--- src/rtl/alu_operand_sequencer.sv ---
// Operand entry stage for the 8-bit ALU board: debounces the enter/clear
// buttons and steps through A, B and opcode capture with registered outputs.
module alu_operand_sequencer #(
  parameter int W               = 8,
  parameter int DEBOUNCE_CYCLES = 16
) (
  input  logic         clk,
  input  logic         rst_n,
  input  logic [W-1:0] sw,
  input  logic         key_n,
  input  logic         clr_n,
  output logic [W-1:0] a,
  output logic [W-1:0] b,
  output logic [2:0]   op,
  output logic         valid,
  output logic [1:0]   stage
);

  localparam int CW = (DEBOUNCE_CYCLES > 1) ? $clog2(DEBOUNCE_CYCLES) : 1;
  localparam logic [CW-1:0] CNT_LAST = CW'(DEBOUNCE_CYCLES - 1);

  typedef enum logic [1:0] {
    LOAD_A  = 2'd0,
    LOAD_B  = 2'd1,
    LOAD_OP = 2'd2,
    SHOW    = 2'd3
  } state_t;

  // Bit 0 is the enter button, bit 1 the clear button.
  logic [1:0]    raw;
  logic [1:0]    sync1;
  logic [1:0]    sync2;
  logic [1:0]    deb;
  logic [1:0]    deb_prev;
  logic [1:0]    press;
  logic [CW-1:0] cnt [2];
  state_t        state;

  assign raw = {clr_n, key_n};

  always_ff @(posedge clk or negedge rst_n) begin
    if (!rst_n) begin
      sync1 <= 2'b11;
      sync2 <= 2'b11;
    end else begin
      sync1 <= raw;
      sync2 <= sync1;
    end
  end

  // A level change is accepted only after DEBOUNCE_CYCLES consecutive mismatches.
  always_ff @(posedge clk or negedge rst_n) begin
    if (!rst_n) begin
      deb      <= 2'b11;
      deb_prev <= 2'b11;
      for (int i = 0; i < 2; i++) cnt[i] <= '0;
    end else begin
      deb_prev <= deb;
      for (int i = 0; i < 2; i++) begin
        if (sync2[i] == deb[i]) begin
          cnt[i] <= '0;
        end else if (cnt[i] == CNT_LAST) begin
          deb[i] <= sync2[i];
          cnt[i] <= '0;
        end else begin
          cnt[i] <= cnt[i] + CW'(1);
        end
      end
    end
  end

  assign press = deb_prev & ~deb;

  // Clear takes priority over a coincident enter press.
  always_ff @(posedge clk or negedge rst_n) begin
    if (!rst_n) begin
      state <= LOAD_A;
      a     <= '0;
      b     <= '0;
      op    <= '0;
      valid <= 1'b0;
    end else if (press[1]) begin
      state <= LOAD_A;
      a     <= '0;
      b     <= '0;
      op    <= '0;
      valid <= 1'b0;
    end else if (press[0]) begin
      case (state)
        LOAD_A: begin
          a     <= sw;
          state <= LOAD_B;
        end
        LOAD_B: begin
          b     <= sw;
          state <= LOAD_OP;
        end
        LOAD_OP: begin
          op    <= sw[2:0];
          valid <= 1'b1;
          state <= SHOW;
        end
        default: begin
          valid <= 1'b0;
          state <= LOAD_A;
        end
      endcase
    end
  end

  assign stage = state;

endmodule
--- config.mk ---
export PLATFORM = sky130hd
export DESIGN_NAME = alu_operand_sequencer
export DESIGN_NICKNAME = d
export VERILOG_FILES = /design/src/rtl/alu_operand_sequencer.sv
export SDC_FILE = /design/constraint.sdc
export NUM_CORES = 1
export LEC_CHECK = 0
export ABC_CLOCK_PERIOD_IN_PS = 1600
export CAP_MARGIN = 20
export CORE_MARGIN = 5
export CORE_UTILIZATION = 40
export CTS_CLUSTER_SIZE = 40
export DETAILED_ROUTE_END_ITERATION = 7
export GPL_TIMING_DRIVEN = 0
export PLACE_DENSITY_LB_ADDON = 0.1
export SYNTH_ARGS = -nofsm -noshare
export SYNTH_HDL_FRONTEND = slang
export SYNTH_SLANG_ARGS = --single-unit
--- constraint.sdc ---
create_clock -name clk -period 1.6 [get_ports clk]
set_input_delay 0.32 -clock clk [delete_from_list [all_inputs] [get_ports clk]]
set_output_delay 0.32 -clock clk [all_outputs]
set_load 0.1 [all_outputs]
Word level (Yosys, flattened, before mapping)
Cells that the tools add are included.

operators by class
  mux-type cells = 19
  reductions and logical operators = 12
  add/subtract/negate cells = 2
  bitwise gates (word level) = 4
  equal/unequal tests = 7

operator list
  operator                                                number
  2-to-1 mux 8 bit                                        6
  2-to-1 mux 4 bit                                        4
  AND reduction 2 bit                                     6
  2-to-1 mux 3 bit                                        3
  adder 4 x 1 -> 4 bit (second input constant)            2
  equality test 4 bit (second input constant)             2
  nonzero test 2 bit                                      4
  one-hot mux 2 bit (3 select lines)                      1
  2-to-1 mux 2 bit                                        2
  AND 2 bit                                               1
  equality test 1 bit                                     2
  equality test 2 x 1 -> 1 bit (second input constant)    1
  equality test 2 bit (second input constant)             1
  logical NOT 2 bit                                       1
  2-to-1 mux 1 bit                                        2
  inequality test 2 x 1 -> 1 bit (second input constant)  1
  NOT 1 bit                                               2
  NOT 2 bit                                               1
  one-hot mux 1 bit (2 select lines)                      1
  OR reduction 2 bit                                      1

word-level totals
  output and inout port bits = 22
  input bits = 12
  register bits = 38

Longest topological paths before layout
  word-level depth = 5
  gate-level depth with buffers = 6
  depth with buffers taken out = 5

Worst setup path after synthesis
No wires, ideal clock.

  kind = reg-to-reg
  start point = register state[1] (netlist: stage[1])
  end point = register valid
  path buffers = 1
  stages on the path, launching flop included = 7
  slack = -0.463 ns
  arrival time = 1.940 ns
  setup time = 0.122 ns
  data required time = 1.478 ns
  cell sequence = dfrtp_1 -> inv_1 -> ha_1 -> buf_2 -> nor4b_2 -> mux2i_1 -> nor2_1

on the way
  cells in the longest elaborated chain, start to end = 5
  elaborated cells between the ends (all ways) = 9
  those cells by class = 3 x eq/ne; 3 x mux; 3 x reduce/logical

ends and longest elaborated chain
  item                                                               RTL line  RTL
  from (decl)                                                        37        state_t state;
  from (signal assigned)                                             77        state <= LOAD_A;
  from (signal assigned)                                             83        state <= LOAD_A;
  from (signal assigned)                                             92        state <= LOAD_B;
  equality test 2 x 1 -> 1 bit or logical NOT 2 bit (tied branches)  89        case (state)
  OR reduction 2 bit (no line)                                       -
  one-hot mux 1 bit (2 select lines)                                 89
  2-to-1 mux 1 bit                                                   88        end else if (press[0]) begin
  2-to-1 mux 1 bit                                                   82        end else if (press[1]) begin
  to (signal assigned)                                               81        valid <= 1'b0;
  to (signal assigned)                                               87        valid <= 1'b0;
  to (signal assigned)                                               100       valid <= 1'b1;
  to (decl)                                                          15        output logic valid,

Parallel ways exist; a longest one is shown, timed or not. The select of a mux whose other input is x is not followed.
A chain may end at the register's enable or synchronous reset.

Worst setup path in the final report
  start point = register b[6]
  end point = output port b[6]

RTL lines
  item                    RTL line  RTL
  from (decl)             13        output logic [W-1:0] b,
  from (signal assigned)  95        b <= sw;

No word-level cell between the ends.

==> results.toml <==
[sta]
finClkSkew_ns = 0.0108
rsz0062_at_grt = "no"
holdWs_ns = 0.103
slew_viol_final = 0
maxSlewHeadroom = 0.467
finalCritPeriodShare = 0.965
finalSetupViolations = 0
finalHoldViolCount = 0
fmax_mhz = 648
worstMarginPinSlew_ns = 0.800
min_period_ns = 1.54

[synth]
synthesis.area_um2 = 1590
yosysTopAreaCellShare = 0.472
syn-num-nets = 160
synth_cells = 143
ys_top_cells_by_area = "dfrtp_1 (47%), dfstp_2 (13%), a21oi_1 (6.6%)"
ys_ff_latch = 38
syn_avg_cell_area_um2 = 11.1
yosys.area.top_type = "dfrtp_1"
seq_area_frac_synth = 0.604
synth.distinct_cells = 26
yosys_warnings = 0

[cells_and_area]
num-fill-cells = 336
n_antenna_cell = 0
areaGrowthSynthToFinish_pct = 35.8
layout-drive-gt1-share = 0.293
num-nets-final = 200
layout_common_cells = "dfrtp_1 (28), nand3_1 (21), a21oi_1 (21)"
final_common_cell = "dfrtp_1"
fin_util = 0.552

[critical_path]
cp_max_fo = 2
max_stage_delay_ns = 0.56
cp.required_ns = 1.28
endpoint_kind = "primary output"
crit_chain = "clkdlybuf4s15_2"
path_buf_inv = 1
cp_data_arrival_time_ns = 1.22
critPathTopFamily = "buffers and inverters"
critPathKind = "reg -> out"
startpoint_type = "flop"
slowest_stage = "clkdlybuf4s15_2"

[power]
p_sw_frac = 0.249
combPwrFrac = 0.122
p_leak_nw = 0.925
clockPowerShare = 0.392
vdd_drop_max_mv = 0.531
p_switching_w = 0.000524
intPower_w = 0.00158
power_density_nw_per_um2 = 975
seqPwrFrac = 0.486

[detailed_routing]
num_vias = 1189
drt-initial-drc-count = 45
first_pass_iters = 4
antenna_left = 0
viasPerCell = 5.08
wl_per_cell_um = 14.1
routed_wl_um = 3310
drc = 0

[place]
place_hpwl_um = 2430
gp_congestion = 0.715
portBuffers = 33

[global_routing]
grt_antenna_before_repair = 0
grt_max_degree = 39
grt_pass1_vias = 1210
overflow = 0
grt_pass1_wl_um = 5400
grt_use_total = 0.135

[die]
dieArea_um2 = 5340
die_w_um = 73.1
fp.coreArea_um2 = 3910
rows = 23
die_h_um = 73.1
start_util = 0.406
pin_count = 34

[clock_tree]
numCtsBuffers = 5
cts_tree = "yes"
clockBufferDepth = 2
ctsRootBufferMaster = "clkbuf_8"
ctsHtreeMaxLevel = 2
cts_sinks = 38
cts.clk_slew.worst_paths_ns = 0.08
postCtsSetupRepairBufs = 0
clk_latency_ns = 0.30

[worst_hold_path]
hp-class = "in -> async"

[job]
maxCapViolations = 0

[outcome]
status = "completed"
cell usage after synthesis:
cell / instances
nor2b_4: 1
a31oi_1: 1
a21o_1: 1
nand4b_1: 1
a211oi_1: 1
nor3b_1: 2
nand2_1: 19
o21ai_0: 1
a311oi_1: 1
inv_1: 3
nand3b_2: 1
nand3_1: 21
xnor2_1: 4
nor2_1: 6
nor4b_2: 1
ha_1: 5
a21oi_1: 21
nor2b_1: 3
nand3b_1: 2
mux2_2: 2
dfrtp_1: 30
dfstp_2: 8
buf_2: 3
clkbuf_1: 1
buf_6: 2
mux2i_1: 2
layout make-up:
type / instances / area, um2 / share of cell area
sequential: 38 / 968 / 0.448
multi-input combinational: 96 / 611 / 0.283
timing repair buffer: 33 / 340 / 0.158
clock buffer: 7 / 86.3 / 0.0400
tap: 50 / 62.6 / 0.0290
buffer: 6 / 50.0 / 0.0232
clock inverter: 1 / 30.0 / 0.0139
inverter: 3 / 11.3 / 0.00521
timing repair:
action                     in CTS  in global routing
hold buffers                    0                  0
setup endpoints to repair      22                  9
pin swaps                       0                  9
gates resized for setup        69                  4
flip-flops by register name, summed over array words and instances (netlist names):
signal    count
sync2         2
valid         1
sync1         2
b             8
stage         2
op            3
deb_prev      2
cnt           8
a             8
deb           2
path summary, 6_finish.rpt:
kind | to | start | depth (start not counted) | slack, ns
hold reg to reg | sync2[0]$_DFF_PN1_ | sync1[0]$_DFF_PN1_ | 0 | 0.36
setup / recovery | b[6] | b[6]$_DFFE_PN0P_ | 1 | 0.06
min in group clk | sync2[0]$_DFF_PN1_ | sync1[0]$_DFF_PN1_ | 0 | 0.36
setup reg to reg | valid$_DFFE_PN0P_ | stage[0]$_DFFE_PN0P_ | 5 | 0.10
max in group asynchronous | stage[0]$_DFFE_PN0P_ | rst_n | 1 | 0.90
hold / removal | a[4]$_DFFE_PN0P_ | rst_n | 1 | 0.10
routing by layer:
metal / GRT usage / wire [um] / up-vias
met5: 0 / 0 / -
met4: 0.0676 / 50 / 0
met3: 0.0386 / 283 / 5
met2: 0.228 / 1660 / 43
met1: 0.155 / 1320 / 569
li1: - / - / 572
power groups by stage:
stage | clock network, W | registers [W] | logic [W]
6_report | 0.000826 | 0.00102 | 0.000256
3_3_place_gp | 0 | 0.00104 | 0.000261
4_1_cts | 0.000844 | 0.00102 | 0.000258
3_5_place_dp | 0 | 0.00104 | 0.000262
5_1_grt | 0.000896 | 0.00103 | 0.000273
2_1_floorplan | 0 | 0.00116 | 0.0000477
through the flow:
| stage | setup TNS, ns | power (W) | setup slack, ns | instance area, um2 | std cells |
|---|---|---|---|---|---|
| 2_1_floorplan | -0.0311 | 0.00120 | -0.0311 | 1630 | 143 |
| 3_3_place_gp | -24.96 | 0.00130 | -0.837 | 2020 | 226 |
| 3_5_place_dp | -4.26 | 0.00130 | -0.293 | 2010 | 226 |
| 4_1_cts | 0 | 0.00212 | 0.00180 | 2150 | 234 |
| 5_1_grt | 0 | 0.00220 | 0.00635 | 2160 | 234 |
| 6_report | 0 | 0.00210 | 0.0568 | 2160 | 234 |
kinds of logic (layout without fill, tap and decap cells):
kind of cell / count (synthesis) / in the layout / share of synthesized area
DFF: 38 / 38 / 0.604
xor gates and xnor gates: 4 / 4 / 0.0220
adders and majority gates: 5 / 5 / 0.0393
and+or+nand+nor: 57 / 57 / 0.186
buffers and inverters: 9 / 50 / 0.0330
muxes: 4 / 4 / 0.0268
AOI/OAI and AO/OA: 26 / 26 / 0.0881
Power figures use the tool's default switching activity.
